`src/rtl/countdown_timer_if.sv`:
```
// Control and display bundle of the countdown timer: stimulus from the controller side,
// BCD digits and status from the timer side.
interface countdown_timer_if;
  logic        tick;
  logic        load;
  logic        start;
  logic        stop;
  logic [15:0] preset;
  logic [3:0]  digit0;
  logic [3:0]  digit1;
  logic [3:0]  digit2;
  logic [3:0]  digit3;
  logic        running;
  logic        done;
  logic        expired;

  modport master (
    output tick, load, start, stop, preset,
    input  digit0, digit1, digit2, digit3, running, done, expired
  );

  modport slave (
    input  tick, load, start, stop, preset,
    output digit0, digit1, digit2, digit3, running, done, expired
  );
endinterface

```
`src/rtl/countdown_timer.sv`:
```
// BCD countdown timer, 0:00.0 to 9:59.9 in tenth-second ticks, with optional auto-reload.
//   state   | meaning
//   IDLE    | count loaded or reset, waiting for start
//   RUN     | decrementing on each tick
//   PAUSE   | stopped mid-count, start resumes
//   EXPIRED | reached 0:00.0, only load or reset leaves
module countdown_timer #(
  parameter bit AUTO_RELOAD = 1'b0
) (
  input  logic               clock,
  input  logic               reset,
  countdown_timer_if.slave   bus
);

  typedef enum logic [1:0] {
    IDLE    = 2'd0,
    RUN     = 2'd1,
    PAUSE   = 2'd2,
    EXPIRED = 2'd3
  } state_t;

  state_t      state_q, state_d;
  logic [15:0] cnt_q, cnt_d;
  logic [15:0] reload_q, reload_d;
  logic        done_q, done_d;
  logic        running_q, running_d;
  logic        expired_q, expired_d;
  logic [15:0] dec_cnt;

  function automatic logic [15:0] clamp_bcd(input logic [15:0] p);
    logic [15:0] r;
    r[15:12] = (p[15:12] > 4'd9) ? 4'd9 : p[15:12];
    r[11:8]  = (p[11:8]  > 4'd5) ? 4'd5 : p[11:8];
    r[7:4]   = (p[7:4]   > 4'd9) ? 4'd9 : p[7:4];
    r[3:0]   = (p[3:0]   > 4'd9) ? 4'd9 : p[3:0];
    return r;
  endfunction

  // Only used on a nonzero count, so the minutes digit never underflows.
  function automatic logic [15:0] dec_bcd(input logic [15:0] c);
    logic [15:0] r;
    r = c;
    if (c[3:0] != 4'd0) begin
      r[3:0] = c[3:0] - 4'd1;
    end else begin
      r[3:0] = 4'd9;
      if (c[7:4] != 4'd0) begin
        r[7:4] = c[7:4] - 4'd1;
      end else begin
        r[7:4] = 4'd9;
        if (c[11:8] != 4'd0) begin
          r[11:8] = c[11:8] - 4'd1;
        end else begin
          r[11:8]  = 4'd5;
          r[15:12] = c[15:12] - 4'd1;
        end
      end
    end
    return r;
  endfunction

  assign dec_cnt = dec_bcd(cnt_q);

  always_comb begin
    state_d  = state_q;
    cnt_d    = cnt_q;
    reload_d = reload_q;
    done_d   = 1'b0;
    if (bus.load) begin
      cnt_d    = clamp_bcd(bus.preset);
      reload_d = clamp_bcd(bus.preset);
      state_d  = IDLE;
    end else begin
      unique case (state_q)
        IDLE: begin
          if (bus.start && (cnt_q != 16'h0000)) state_d = RUN;
        end
        PAUSE: begin
          if (bus.start) state_d = RUN;
        end
        RUN: begin
          if (bus.stop) begin
            state_d = PAUSE;
          end else if (bus.tick) begin
            if (dec_cnt == 16'h0000) begin
              done_d = 1'b1;
              if (AUTO_RELOAD && (reload_q != 16'h0000)) begin
                cnt_d = reload_q;
              end else begin
                cnt_d   = 16'h0000;
                state_d = EXPIRED;
              end
            end else begin
              cnt_d = dec_cnt;
            end
          end
        end
        EXPIRED: begin
          state_d = EXPIRED;
        end
        default: state_d = IDLE;
      endcase
    end
    running_d = (state_d == RUN);
    expired_d = (state_d == EXPIRED);
  end

  always_ff @(posedge clock or negedge reset) begin
    if (!reset) begin
      state_q   <= IDLE;
      cnt_q     <= 16'h0000;
      reload_q  <= 16'h0000;
      done_q    <= 1'b0;
      running_q <= 1'b0;
      expired_q <= 1'b0;
    end else begin
      state_q   <= state_d;
      cnt_q     <= cnt_d;
      reload_q  <= reload_d;
      done_q    <= done_d;
      running_q <= running_d;
      expired_q <= expired_d;
    end
  end

  assign bus.digit0  = cnt_q[3:0];
  assign bus.digit1  = cnt_q[7:4];
  assign bus.digit2  = cnt_q[11:8];
  assign bus.digit3  = cnt_q[15:12];
  assign bus.running = running_q;
  assign bus.done    = done_q;
  assign bus.expired = expired_q;

endmodule

```
`src/flat_wrapper.sv`:
```
// flat-port wrapper written by rule: the top's interface ports become plain ports
module countdown_timer_flat 
#(
  parameter bit AUTO_RELOAD = 1'b0
)
  (clock, reset, bus_tick, bus_load, bus_start, bus_stop, bus_preset, bus_digit0, bus_digit1, bus_digit2, bus_digit3, bus_running, bus_done, bus_expired);
  countdown_timer_if bus_i ();
  input  logic clock;
  input  logic reset;
  input wire logic [$bits(bus_i.tick)-1:0] bus_tick;
  input wire logic [$bits(bus_i.load)-1:0] bus_load;
  input wire logic [$bits(bus_i.start)-1:0] bus_start;
  input wire logic [$bits(bus_i.stop)-1:0] bus_stop;
  input wire logic [$bits(bus_i.preset)-1:0] bus_preset;
  output wire logic [$bits(bus_i.digit0)-1:0] bus_digit0;
  output wire logic [$bits(bus_i.digit1)-1:0] bus_digit1;
  output wire logic [$bits(bus_i.digit2)-1:0] bus_digit2;
  output wire logic [$bits(bus_i.digit3)-1:0] bus_digit3;
  output wire logic [$bits(bus_i.running)-1:0] bus_running;
  output wire logic [$bits(bus_i.done)-1:0] bus_done;
  output wire logic [$bits(bus_i.expired)-1:0] bus_expired;
  assign bus_i.tick = bus_tick;
  assign bus_i.load = bus_load;
  assign bus_i.start = bus_start;
  assign bus_i.stop = bus_stop;
  assign bus_i.preset = bus_preset;
  assign bus_digit0 = bus_i.digit0;
  assign bus_digit1 = bus_i.digit1;
  assign bus_digit2 = bus_i.digit2;
  assign bus_digit3 = bus_i.digit3;
  assign bus_running = bus_i.running;
  assign bus_done = bus_i.done;
  assign bus_expired = bus_i.expired;
  countdown_timer #(.AUTO_RELOAD(AUTO_RELOAD)) u_core (.clock(clock), .reset(reset), .bus(bus_i));
endmodule
```
`config.mk`:
```
export PLATFORM = sky130hd
export DESIGN_NAME = countdown_timer_flat
export DESIGN_NICKNAME = d
export VERILOG_FILES = /design/src/rtl/countdown_timer_if.sv /design/src/rtl/countdown_timer.sv /design/src/flat_wrapper.sv
export SDC_FILE = /design/constraint.sdc
export NUM_CORES = 1
export LEC_CHECK = 0
export BUFFER_PORTS_ARGS = -buffer_cell sky130_fd_sc_hd__buf_2
export CAP_MARGIN = 20
export CORE_ASPECT_RATIO = 1.75
export CORE_MARGIN = 2
export CORE_UTILIZATION = 44
export CTS_CLUSTER_DIAMETER = 80
export DETAILED_ROUTE_END_ITERATION = 10
export HOLD_SLACK_MARGIN = 0.03
export PLACE_DENSITY = 0.82
export SYNTH_ARGS = -nofsm -noshare
export SYNTH_HDL_FRONTEND = slang
export SYNTH_SLANG_ARGS = --single-unit
```
`constraint.sdc`:
```
create_clock -name clock -period 2.4 [get_ports clock]
set_input_delay 0.24 -clock clock [delete_from_list [all_inputs] [get_ports clock]]
set_output_delay 0.24 -clock clock [all_outputs]
set_load 0.05 [all_outputs]
```
==> results of run 1 <==
==> critical path: stages, from the launching register on <==
cell,delay [ps]
sky130_fd_sc_hd__dfrtp_1,430
sky130_fd_sc_hd__nor4_2,640
sky130_fd_sc_hd__nand4_1,350
sky130_fd_sc_hd__o21a_1,260
sky130_fd_sc_hd__o31a_1,260
==> final cells by class <==
class	instances	area (um^2)	share of cell area, %
clock buffers	3	41.29	2.653
clock inverters	1	5.005	0.3215
inverters	10	37.54	2.412
multi-input cells	106	680.7	43.73
flip-flops and latches	21	525.5	33.76
well taps	27	33.78	2.170
repair buffers	44	232.7	14.95
==> Yosys cell counts (2+ instances only) <==
library cell                n
sky130_fd_sc_hd__dfrtp_1   21
sky130_fd_sc_hd__nor2_1    16
sky130_fd_sc_hd__o21ai_0   14
sky130_fd_sc_hd__inv_1     10
sky130_fd_sc_hd__nand2_1    9
sky130_fd_sc_hd__a31oi_1    7
sky130_fd_sc_hd__nand4_1    5
sky130_fd_sc_hd__a21oi_1    4
sky130_fd_sc_hd__clkbuf_1   4
sky130_fd_sc_hd__nand3_1    4
sky130_fd_sc_hd__nor3_1     4
sky130_fd_sc_hd__nor4_1     3
sky130_fd_sc_hd__o21a_1     3
sky130_fd_sc_hd__xnor2_1    3
sky130_fd_sc_hd__a211o_1    2
sky130_fd_sc_hd__a32oi_1    2
sky130_fd_sc_hd__ha_1       2
sky130_fd_sc_hd__mux2i_1    2
sky130_fd_sc_hd__nor3b_1    2
sky130_fd_sc_hd__nor4_2     2
sky130_fd_sc_hd__o31ai_1    2
sky130_fd_sc_hd__or3_1      2
==> per-layer routing <==
| layer | vias up | wire, um | global-route usage [%] | share of wire (%) |
|---|---|---|---|---|
| li1 | 623 | - | - | - |
| met1 | 632 | 1204 | 22.63 | 35 |
| met2 | 46 | 1944 | 42.03 | 57 |
| met3 | 7 | 197 | 3.357 | 5.7 |
| met4 | 0 | 80 | 13.13 | 2.3 |
| met5 | - | 0 | 0 | 0 |
==> cell families (layout without fill, tap and decap cells) <==
logic type / Yosys count / count (layout) / synth area share (%)
and+or+nand+nor: 54 / 54 / 24.16
muxes: 3 / 3 / 2.475
buffers and inverters: 15 / 58 / 4.554
AOI/OAI and AO/OA: 43 / 43 / 22.48
xor gates and xnor gates: 4 / 4 / 2.773
DFF: 21 / 21 / 41.58
adders and majority gates: 2 / 2 / 1.980
==> sequential cells by signal, summed over array words and instances, names as in the netlist <==
signal              flops
u_core.cnt_q           16
u_core.state_q          2
u_core.bus.running      1
u_core.bus.expired      1
u_core.bus.done         1
==> where the power goes <==
part           internal (uW)  leakage (uW)  switching [uW]
clock network            116     0.0000255             132
logic                   82.7      0.000419             181
registers                380      0.000259            42.7
total                    579      0.000703             355
==> per-stage QoR <==
step,util [%],setup slack [ps],std cells,instance area [um^2],hold slack (ps)
after global placement,55.13,452.9,207,1500,218.1
after CTS,57.20,340.5,212,1556,173.6
after floorplan,-,253.7,142,1264,-55.59
final,57.20,331.3,212,1556,175.5
after global routing,57.20,166.7,212,1556,190.7
after detailed placement,55.13,365.2,207,1500,226.9
==> path summary, 6_finish.rpt <==
kind / startpoint / end / slack (ps) / cells past startpoint
worst max-delay path: u_core.cnt_q[7] / u_core.cnt_q[14] / 330 / 4
worst min-delay path: bus_preset[11] / u_core.cnt_q[9] / 180 / 2
worst max register to register: u_core.cnt_q[7] / u_core.cnt_q[14] / 330 / 4
worst min register to register: u_core.cnt_q[11] / u_core.cnt_q[11] / 560 / 2
max in group asynchronous: reset / u_core.bus.done / 1580 / 2
min in group asynchronous: reset / u_core.cnt_q[15] / 490 / 2
==> results.txt, run 1 <==
The run finished with clean final reports. The violation count after the first detailed-route iteration was 63; the maximum clock insertion buffer count was 2. Input and output buffers added on the ports amount to 40. The largest driver fanout on the critical path works out to 7. Headroom to the max-slew limit came out at 55.76%. The worst setup path is launched from a flip-flop.

The run gives 0 as the number of antenna violations at the first check in global routing. Path type of the worst setup path: flip-flop to flip-flop. The share of final-layout standard cells stronger than drive strength 1 is 29.19%, and the area growth from synthesis to layout is 23.17%. The die outline area was 3334 um^2; the residual antenna-violating net count after detailed routing was 0. Detailed routing inserted a total of 1308 vias. The number of warning messages in the yosys log is 0. The tool flagged a number of max-cap violations equal to 0. The fraction of post-synthesis cell area in the top cell type by area works out to 41.58%.

Setup violations remaining at the end of the flow were counted as 0. The upper clock frequency limit was 483.4 MHz; the static leakage was 0.0007034 uW. The share of the clock period used by the worst path is 86.20%.

41 I/O pins were placed. The die is 74.90 um tall. The endpoint type of the worst setup path is a flip-flop.

Detailed placement ended at an HPWL of 2.546 mm. Setup repair after global routing left no endpoint under its margin. The synthesized netlist net count was 166; the via-per-instance ratio was 6.170. The number of pins with negative max-slew slack in the final report was 0; the share of async-settable or async-resettable flops after synthesis was 100.0%.

The number of gates resized after CTS was 0. For the number of standard cells after synthesis, the log shows 142. The most common cell after layout, fill and taps aside was sky130_fd_sc_hd__buf_2. The iteration count of the initial detailed-routing pass came out at 4. The number of antenna repair diodes was 0; the number of H-tree branching levels was 1.

The number of synthesized register bits is 21. The tree is rooted in a sky130_fd_sc_hd__clkbuf_8. The hold buffer count at cts is 1. Counting every sink on the clock net gives 21.

After floorplanning, the core was divided into 25 placement rows. The post-route total power was 934.8 uW; the global placement routability congestion was 0.8582. The combined global-route utilization of all metal layers is 22.55%, and the wire length reported by the detailed router is 3.427 mm. The worst path needs 2069 ps of the cycle, external delays included.

In the synthesized netlist the dominant register cell turns out to be sky130_fd_sc_hd__dfrtp_1. TritonCTS built the clock tree. The ratio of total power to cell area was 600.6 nW/um^2. The cell taking the most area after synthesis is sky130_fd_sc_hd__dfrtp_1. At the pin with the least slew margin, the transition time is 658.1 ps. The number of enable flip-flop cells after synthesis came out at 0.

In the post-synthesis netlist, the biggest area contributors are sky130_fd_sc_hd__dfrtp_1 (42%), sky130_fd_sc_hd__o21ai_0 (5.5%), sky130_fd_sc_hd__nor2_1 (4.8%). Each instance of the synthesized netlist takes up on average 8.899 um^2. The clock skew came out at 12.06 ps. In the final routed layout, each cell accounts on average for 16.17 um.

Buffers inserted during clock tree synthesis total 3. The clock transition time at the flip-flop clock pins of the worst setup and hold paths was 90 ps. The min-delay analysis places its worst path in the category primary input to flip-flop. The peak supply drop is 404.0 uV, and the final net count is 210.

The horizontal extent of the die is 44.51 um. The setup TNS after final layout came out at 0 ps. Sequential cells were found to cover 41.58% of the synthesized design area. The first global-routing pass estimated 5.609 mm of wire.

After clock tree synthesis, the setup repair step added 0 buffers. Synthesis instantiated 41 different standard cells from the library. Data arrives at the worst endpoint at 2230 ps. Counting the fill cells in the layout gives 247. The later-pin clock latency in the skew report came out at 280 ps.

The final routed DRC violation total came out at 0. In this run the cell area of the synthesized design comes to 1264 um^2. The region available for standard cell placement spans 2721 um^2.

The maximum number of pins on one net before global-route repair is 22, and the remaining global-route overflow is 0. The run gives 2560 ps as the worst path required time. In the layout the commonest cells are sky130_fd_sc_hd__buf_2 (40), sky130_fd_sc_hd__dfrtp_1 (21), sky130_fd_sc_hd__nor2_1 (16). The final number of hold-violating endpoints came out at 0. For this configuration, the core starts out at a cell density of 46.44%. The via count of the first global-routing pass is 1339.
No activity file was read; power rests on OpenSTA's default activity.
==> run 2: changes to the inputs <==
Settings changed: CORE_MARGIN 2 to unset, PLACE_DENSITY 0.82 to 0.85.
Clock period 2.4 ns to 1.85 ns, I/O delays scaled along.
==> results.txt, run 2 (synthesis results as in run 1) <==
The first global-routing pass estimated 5.878 mm of wire. The most common cell after layout, fill and taps aside is sky130_fd_sc_hd__buf_2. The cell chosen for the clock root was sky130_fd_sc_hd__clkbuf_8.

After detailed routing, the average wire length per cell comes to 15.78 um. Port buffering added 40 buffers. The pin slew with the least headroom to its limit was 516.5 ps.

CTS saw 21 sinks. The combined global-route utilization of all metal layers is 24.71%, and the horizontal extent of the die is 42.51 um. After legalization and detailed placement, the total HPWL measured 2.701 mm. Via count of the first global-routing pass: 1336. The congestion estimate from routability-driven global placement came to 0.8463. Signal routing reaches up to met4. In this run the tightest slew margin relative to its limit is 65.49%. The number of pins with negative max-slew slack in the final report was 0; the largest driver fanout on the critical path was 6. The final hold slack is 134.6 ps.

The tightest min-delay check is of the primary input to flip-flop type. The height of the die came out at 72.90 um. TritonCTS built the clock tree. The slowest stage of the critical path belongs to the cell sky130_fd_sc_hd__nor4_2. The worst register-to-register path has a depth of 4. The clock transition time at the flip-flop clock pins of the worst setup and hold paths was 80 ps.

The tool flagged a number of max-cap violations equal to 0. The largest registers in the layout are u_core.cnt_q (16), u_core.state_q (2). The later pin in the worst-skew pair is clocked with a latency of 260 ps.

For this run, the share of the core covered by cells in the final layout is 63.31%. Relative to the synthesized area, the layout overhead comes to 36.34%. The startpoint identified for the worst hold timing path is bus_preset[11]. Clock skew on the completed layout was measured at 1.286 ps. The number of clock buffers added by TritonCTS is 3. The first detailed-routing pass took 4 iterations. The worst setup path is launched from a flip-flop. Total power for the finished layout comes to 1262 uW.

The share of the clock period used by the worst path is 98.28%, and the number of setup violations in the final report is 0. Detailed routing placed a total of 182 um of wire on met3. The wire length reported by the detailed router is 3.597 mm.

The worst setup path is captured at a flip-flop. In the final design database the tool counted 226 nets. Timing would allow up to 550.0 MHz. In the layout the commonest cells are sky130_fd_sc_hd__buf_2 (40), sky130_fd_sc_hd__buf_4 (18), sky130_fd_sc_hd__nor2_1 (16), sky130_fd_sc_hd__dfrtp_1 (16), sky130_fd_sc_hd__o21ai_0 (14). Start point of the critical path: u_core.cnt_q[9]. Entering global routing, the biggest net connects 22 pins. The floorplan has 25 rows. The path type of the worst setup path is flip-flop to flip-flop.

The worst path meets setup with 31.77 ps of slack. The total I/O pin count was 41; the residual antenna-violating net count after detailed routing was 0. At the worst endpoint, the arrival time is 1950 ps. On the critical path the largest part of the delay comes from simple AND/OR/NAND/NOR gates. The number of H-tree branching levels is 1, and the maximum clock insertion buffer count is 2. The die covers 3099 um^2.

Dividing total power by cell area gives a power density of 732.4 nW/um^2. The remaining global-route overflow came out at 0. The share of final-layout standard cells stronger than drive strength 1 is 37.81%, and the hold-critical path depth is 2. The endpoint of the most critical register-to-register path is u_core.bus.running. u_core.cnt_q holds more flip-flops than any other register. The worst stage delay on the critical path came out at 500 ps. Setup repair after global routing could not meet its margin everywhere. The via-per-instance ratio came out at 6.175. The number of antenna diodes in the final layout is 0. The number of flip-flops under the largest register name works out to 16.

The signal on the critical path passes through nor4_2 -> nand4_1 -> o31ai_1 -> a21oi_1. Across the VDD grid, the largest voltage drop is 510.5 uV. Violation count after the first detailed-route iteration: 53.

The logs give 30 ps for the slack of the worst reg-to-reg path and 0 for the final number of hold-violating endpoints. Before CTS, the worst setup slack after placement is 40.61 ps. The smallest clock period supported by the final layout is computed as 1818 ps. Static leakage: 0.0007800 uW. For hold timing, the worst endpoint is u_core.cnt_q[9]. The logs give 1408 for the detailed-route via count and 1.348 mm for the detailed-routing wirelength on met1. The worst path required time was 1980 ps. The number of antenna violations at the first check in global routing was 0; the effective utilization at floorplan was 46.44%. After detailed routing, the met2 layer carries 1.969 mm of wire.

Reg-to-reg startpoint: u_core.cnt_q[9]. The floorplan step defined a core boundary enclosing 2721 um^2. The flow ran to the end, and the final reports show no timing, DRC or antenna violations. The number of buffers and inverters on the critical path works out to 0.

For this run, design rule violations remaining after detail routing come to 0.
[run 2: changes by cell type in the layout (fill, tap and decap cells not counted), moves of 2 or more]
cell / delta
sky130_fd_sc_hd__dfrtp_1: -5
sky130_fd_sc_hd__dfrtp_2: +5
sky130_fd_sc_hd__nor4_4: +2
sky130_fd_sc_hd__buf_4: +15
[run 2: cell type report]
type / instances / area (um^2)
inverter: 10 / 37.54
sequential: 21 / 531.8
clock buffer: 4 / 45.04
fill: 224 / 998.5
timing repair buffer: 60 / 365.4
multi-input combinational: 106 / 709.4
tap: 27 / 33.78
[run 2: through the flow]
stage | instance area (um^2) | std cells | setup TNS (ps)
floorplan | 1285 | 142 | -196.4
global placement | 1619 | 220 | 0
detailed placement | 1619 | 220 | 0
CTS | 1674 | 225 | 0
global route | 1723 | 228 | -111.4
finish | 1723 | 228 | 0
[run 2: repair_timing]
item / CTS / global route
hold buffers: 1 / 0
buffers inserted: 0 / 3
gates resized for setup: 0 / 2
endpoints found under the hold margin: 21 / 0
endpoints found under the setup margin: 0 / 4
[run 2: worst reg2reg max path, delay by kind of cell (launching register included)]
kind / cells / cell delay [ps]
flops: 1 / 440
compound gates: 2 / 540
simple gates: 2 / 700
[run 2: how the worst max path moves through the flow]
| stage | end | slack, ps | cells past startpoint |
|---|---|---|---|
| floorplan | u_core.cnt_q[5] | -140 | 4 |
| global placement | u_core.cnt_q[5] | 70 | 4 |
| detailed placement | u_core.bus.expired | 40 | 6 |
| CTS | u_core.bus.expired | 2 | 6 |
| global route | u_core.bus.running | -40 | 4 |
| finish | u_core.bus.running | 30 | 4 |
[run 2: power breakdown]
| group | internal, uW | switching (uW) | leakage, uW |
|---|---|---|---|
| clock network | 154 | 157 | 0.0000228 |
| registers | 495 | 41.8 | 0.000253 |
| logic | 147 | 267 | 0.000505 |
| total | 796 | 466 | 0.000780 |
[run 2: layer usage]
layer / GRT usage [%] / up-vias
met5: 0 / -
met4: 8.333 / 0
met3: 4.208 / 15
met2: 46.50 / 64
met1: 27.26 / 675
li1: - / 654
==> run 3: changes to the inputs <==
Settings changed: BUFFER_PORTS_ARGS -buffer_cell sky130_fd_sc_hd__buf_2 to unset, DONT_BUFFER_PORTS set to 1, PLACE_DENSITY 0.85 to 0.72, SLEW_MARGIN set to 10.
==> results.txt, run 3 (synthesis results as in run 1) <==
The clock skew came out at 2.198 ps. For this block, the routed nets add up to 3.384 mm of wire. The iteration count of the initial detailed-routing pass is 4, and the post-route total power is 1206 uW. Once detailed placement completed, the half-perimeter wirelength came to 2.518 mm. Data arrives at the worst endpoint at 2020 ps. The flow ran to the end, and the final reports show no timing, DRC or antenna violations. The first global-routing pass estimated 5.871 mm of wire. Of the available clock period, the critical path in the final layout requires 99.50%.

The run gives 1304 as the via count of the first global-routing pass. TritonCTS built the clock tree. For the static leakage, the log shows 0.0006710 uW. Entering global routing, the biggest net connects 22 pins. The clock period could shrink to 1841 ps. Number of pins with negative max-slew slack in the final report: 0.

The worst setup path is captured at a flip-flop. The path class of the lowest-slack min-delay path was primary input to flip-flop. Setup repair after global routing could not meet its margin everywhere. The final number of hold-violating endpoints was 0. The tools report the detailed-route via count as 1274. The top cell types in the final layout, fill and taps aside, are sky130_fd_sc_hd__buf_4 (29), sky130_fd_sc_hd__nor2_1 (16), sky130_fd_sc_hd__dfrtp_1 (16). In the global route stage, overall resource usage came out at 24.52%. The height of the die came out at 72.90 um. In the routed layout, each cell is associated on average with a via count of 6.338. Global routing finished with a remaining overflow of 0. The pin slew with the least headroom to its limit was 984.4 ps. Horizontal extent of the die: 42.51 um. The logs give 0 for the number of setup violations in the final report and 0 for the residual antenna-violating net count after detailed routing. The floorplan core area is 2721 um^2, and the count of port buffers added during placement is 0. The clock buffer count from CTS was 3; the final net count was 199.

The register with the most flip-flops in the final layout is u_core.cnt_q. The register with the most flip-flops in the layout has 16 of them. The final cell area excluding filler cells was 1608 um^2. The share of the core filled with cells in the final layout was 59.08%; the upper clock frequency limit was 543.3 MHz. The number of H-tree branching levels came out at 1. Number of violations of the max-capacitance limit: 0. For this design the top-level I/O count stands at 41. Hold-critical path depth: 1. The master of the slowest instance on the critical path is sky130_fd_sc_hd__or4_4. Traced cell by cell, the critical path runs through or4_4 -> or3_4 -> or3_1 -> a31oi_1. The tools report the peak supply drop as 502.1 uV. Largest driver fanout on the critical path: 2. For this configuration, the core starts out at a cell density of 46.44%. The worst slack at placement is 18.31 ps. The worst path required time was 2030 ps; the later-pin clock latency in the skew report was 260 ps. The tools report the number of clock sinks as 21.

From synthesis to final layout, the design area changed by 27.23%. The detailed router finished its first iteration with 24 violations. The cell sitting at the root of the clock tree is a sky130_fd_sc_hd__clkbuf_8. The repair_antennas step left the layout with diodes totalling 0. In the routed design, unresolved DRC markers number 0. The library cell used most frequently in the layout, excluding fill and tap cells, is sky130_fd_sc_hd__buf_4.

The tightest hold path in the finished design has a slack of 40.98 ps. Share of final-layout standard cells stronger than drive strength 1: 26.44%. The ratio of total power to cell area works out to 750.1 nW/um^2. The worst register-to-register path has a depth of 4. For the number of antenna violations at the first check in global routing, the log shows 0. The tools report the post-detailed-placement cell area as 1494 um^2. After detailed routing, the average wire length per cell comes to 16.84 um. The maximum clock insertion buffer count was 2. The largest registers in the layout are u_core.cnt_q (16), u_core.state_q (2). The startpoint type of the worst setup path is a flip-flop. The site row count is 25. The layout has 252 filler cells. The global placement routability congestion is 0.8244, and the clock transition time at the flip-flop clock pins of the worst setup and hold paths is 70 ps. The critical path is of the flip-flop to flip-flop type. The worst pin sits at a relative slew slack of 34.16%. The floorplan step defined a die boundary enclosing 3099 um^2. The run gives 9.240 ps as the minimum setup slack in the final design.

The worst stage delay on the critical path came out at 530 ps.
run 3: routing by layer:
metal / wire length [um] / vias up / track usage [%]
met5: 0 / - / 0
met3: 152 / 4 / 3.960
met2: 1919 / 42 / 44.27
met4: 44 / 0 / 10.07
li1: - / 602 / -
met1: 1267 / 626 / 28.10
run 3: per-stage QoR:
stage | TNS, ps | cells
6_report | 0 | 201
5_1_grt | -60.01 | 201
4_1_cts | 0 | 198
3_5_place_dp | 0 | 190
3_3_place_gp | 0 | 190
2_1_floorplan | -196.4 | 142
run 3: critical path: cells and delay by family (launching register included):
family / cells / cell delay, ps
and+or+nand+nor: 3 / 1180
AOI/OAI and AO/OA: 1 / 170
DFF: 1 / 410
run 3: path summary, 6_finish.rpt:
| check | from | to | slack (ps) |
|---|---|---|---|
| max in group asynchronous | reset | u_core.cnt_q[1] | 650 |
| min reg2reg | u_core.cnt_q[14] | u_core.state_q[0] | 690 |
| min | bus_load | u_core.cnt_q[1] | 40 |
| max reg2reg | u_core.cnt_q[2] | u_core.cnt_q[5] | 9 |
| max | u_core.cnt_q[2] | u_core.cnt_q[5] | 9 |
| min in group asynchronous | reset | u_core.bus.running | 540 |
run 3: area by class of cell:
class,count,area (um^2),share of cell area (%)
Tap cell,27,33.78,2.101
Sequential cell,21,531.8,33.07
Timing Repair Buffer,33,257.7,16.03
Multi-Input combinational cell,106,701.9,43.66
Inverter,10,37.54,2.335
Clock buffer,4,45.04,2.802
run 3: power breakdown:
part           internal (uW)  leakage [uW]  switching [uW]
logic                    131      0.000396             240
clock network            153     0.0000228             142
registers                496      0.000253            44.2
run 3: timing repair:
action                                 in CTS  in global routing
setup endpoints to repair                   0                  4
gates resized for setup                     0                  1
endpoints found under the hold margin      28                  0
hold buffers                                4                  0
buffers inserted                            0                  3
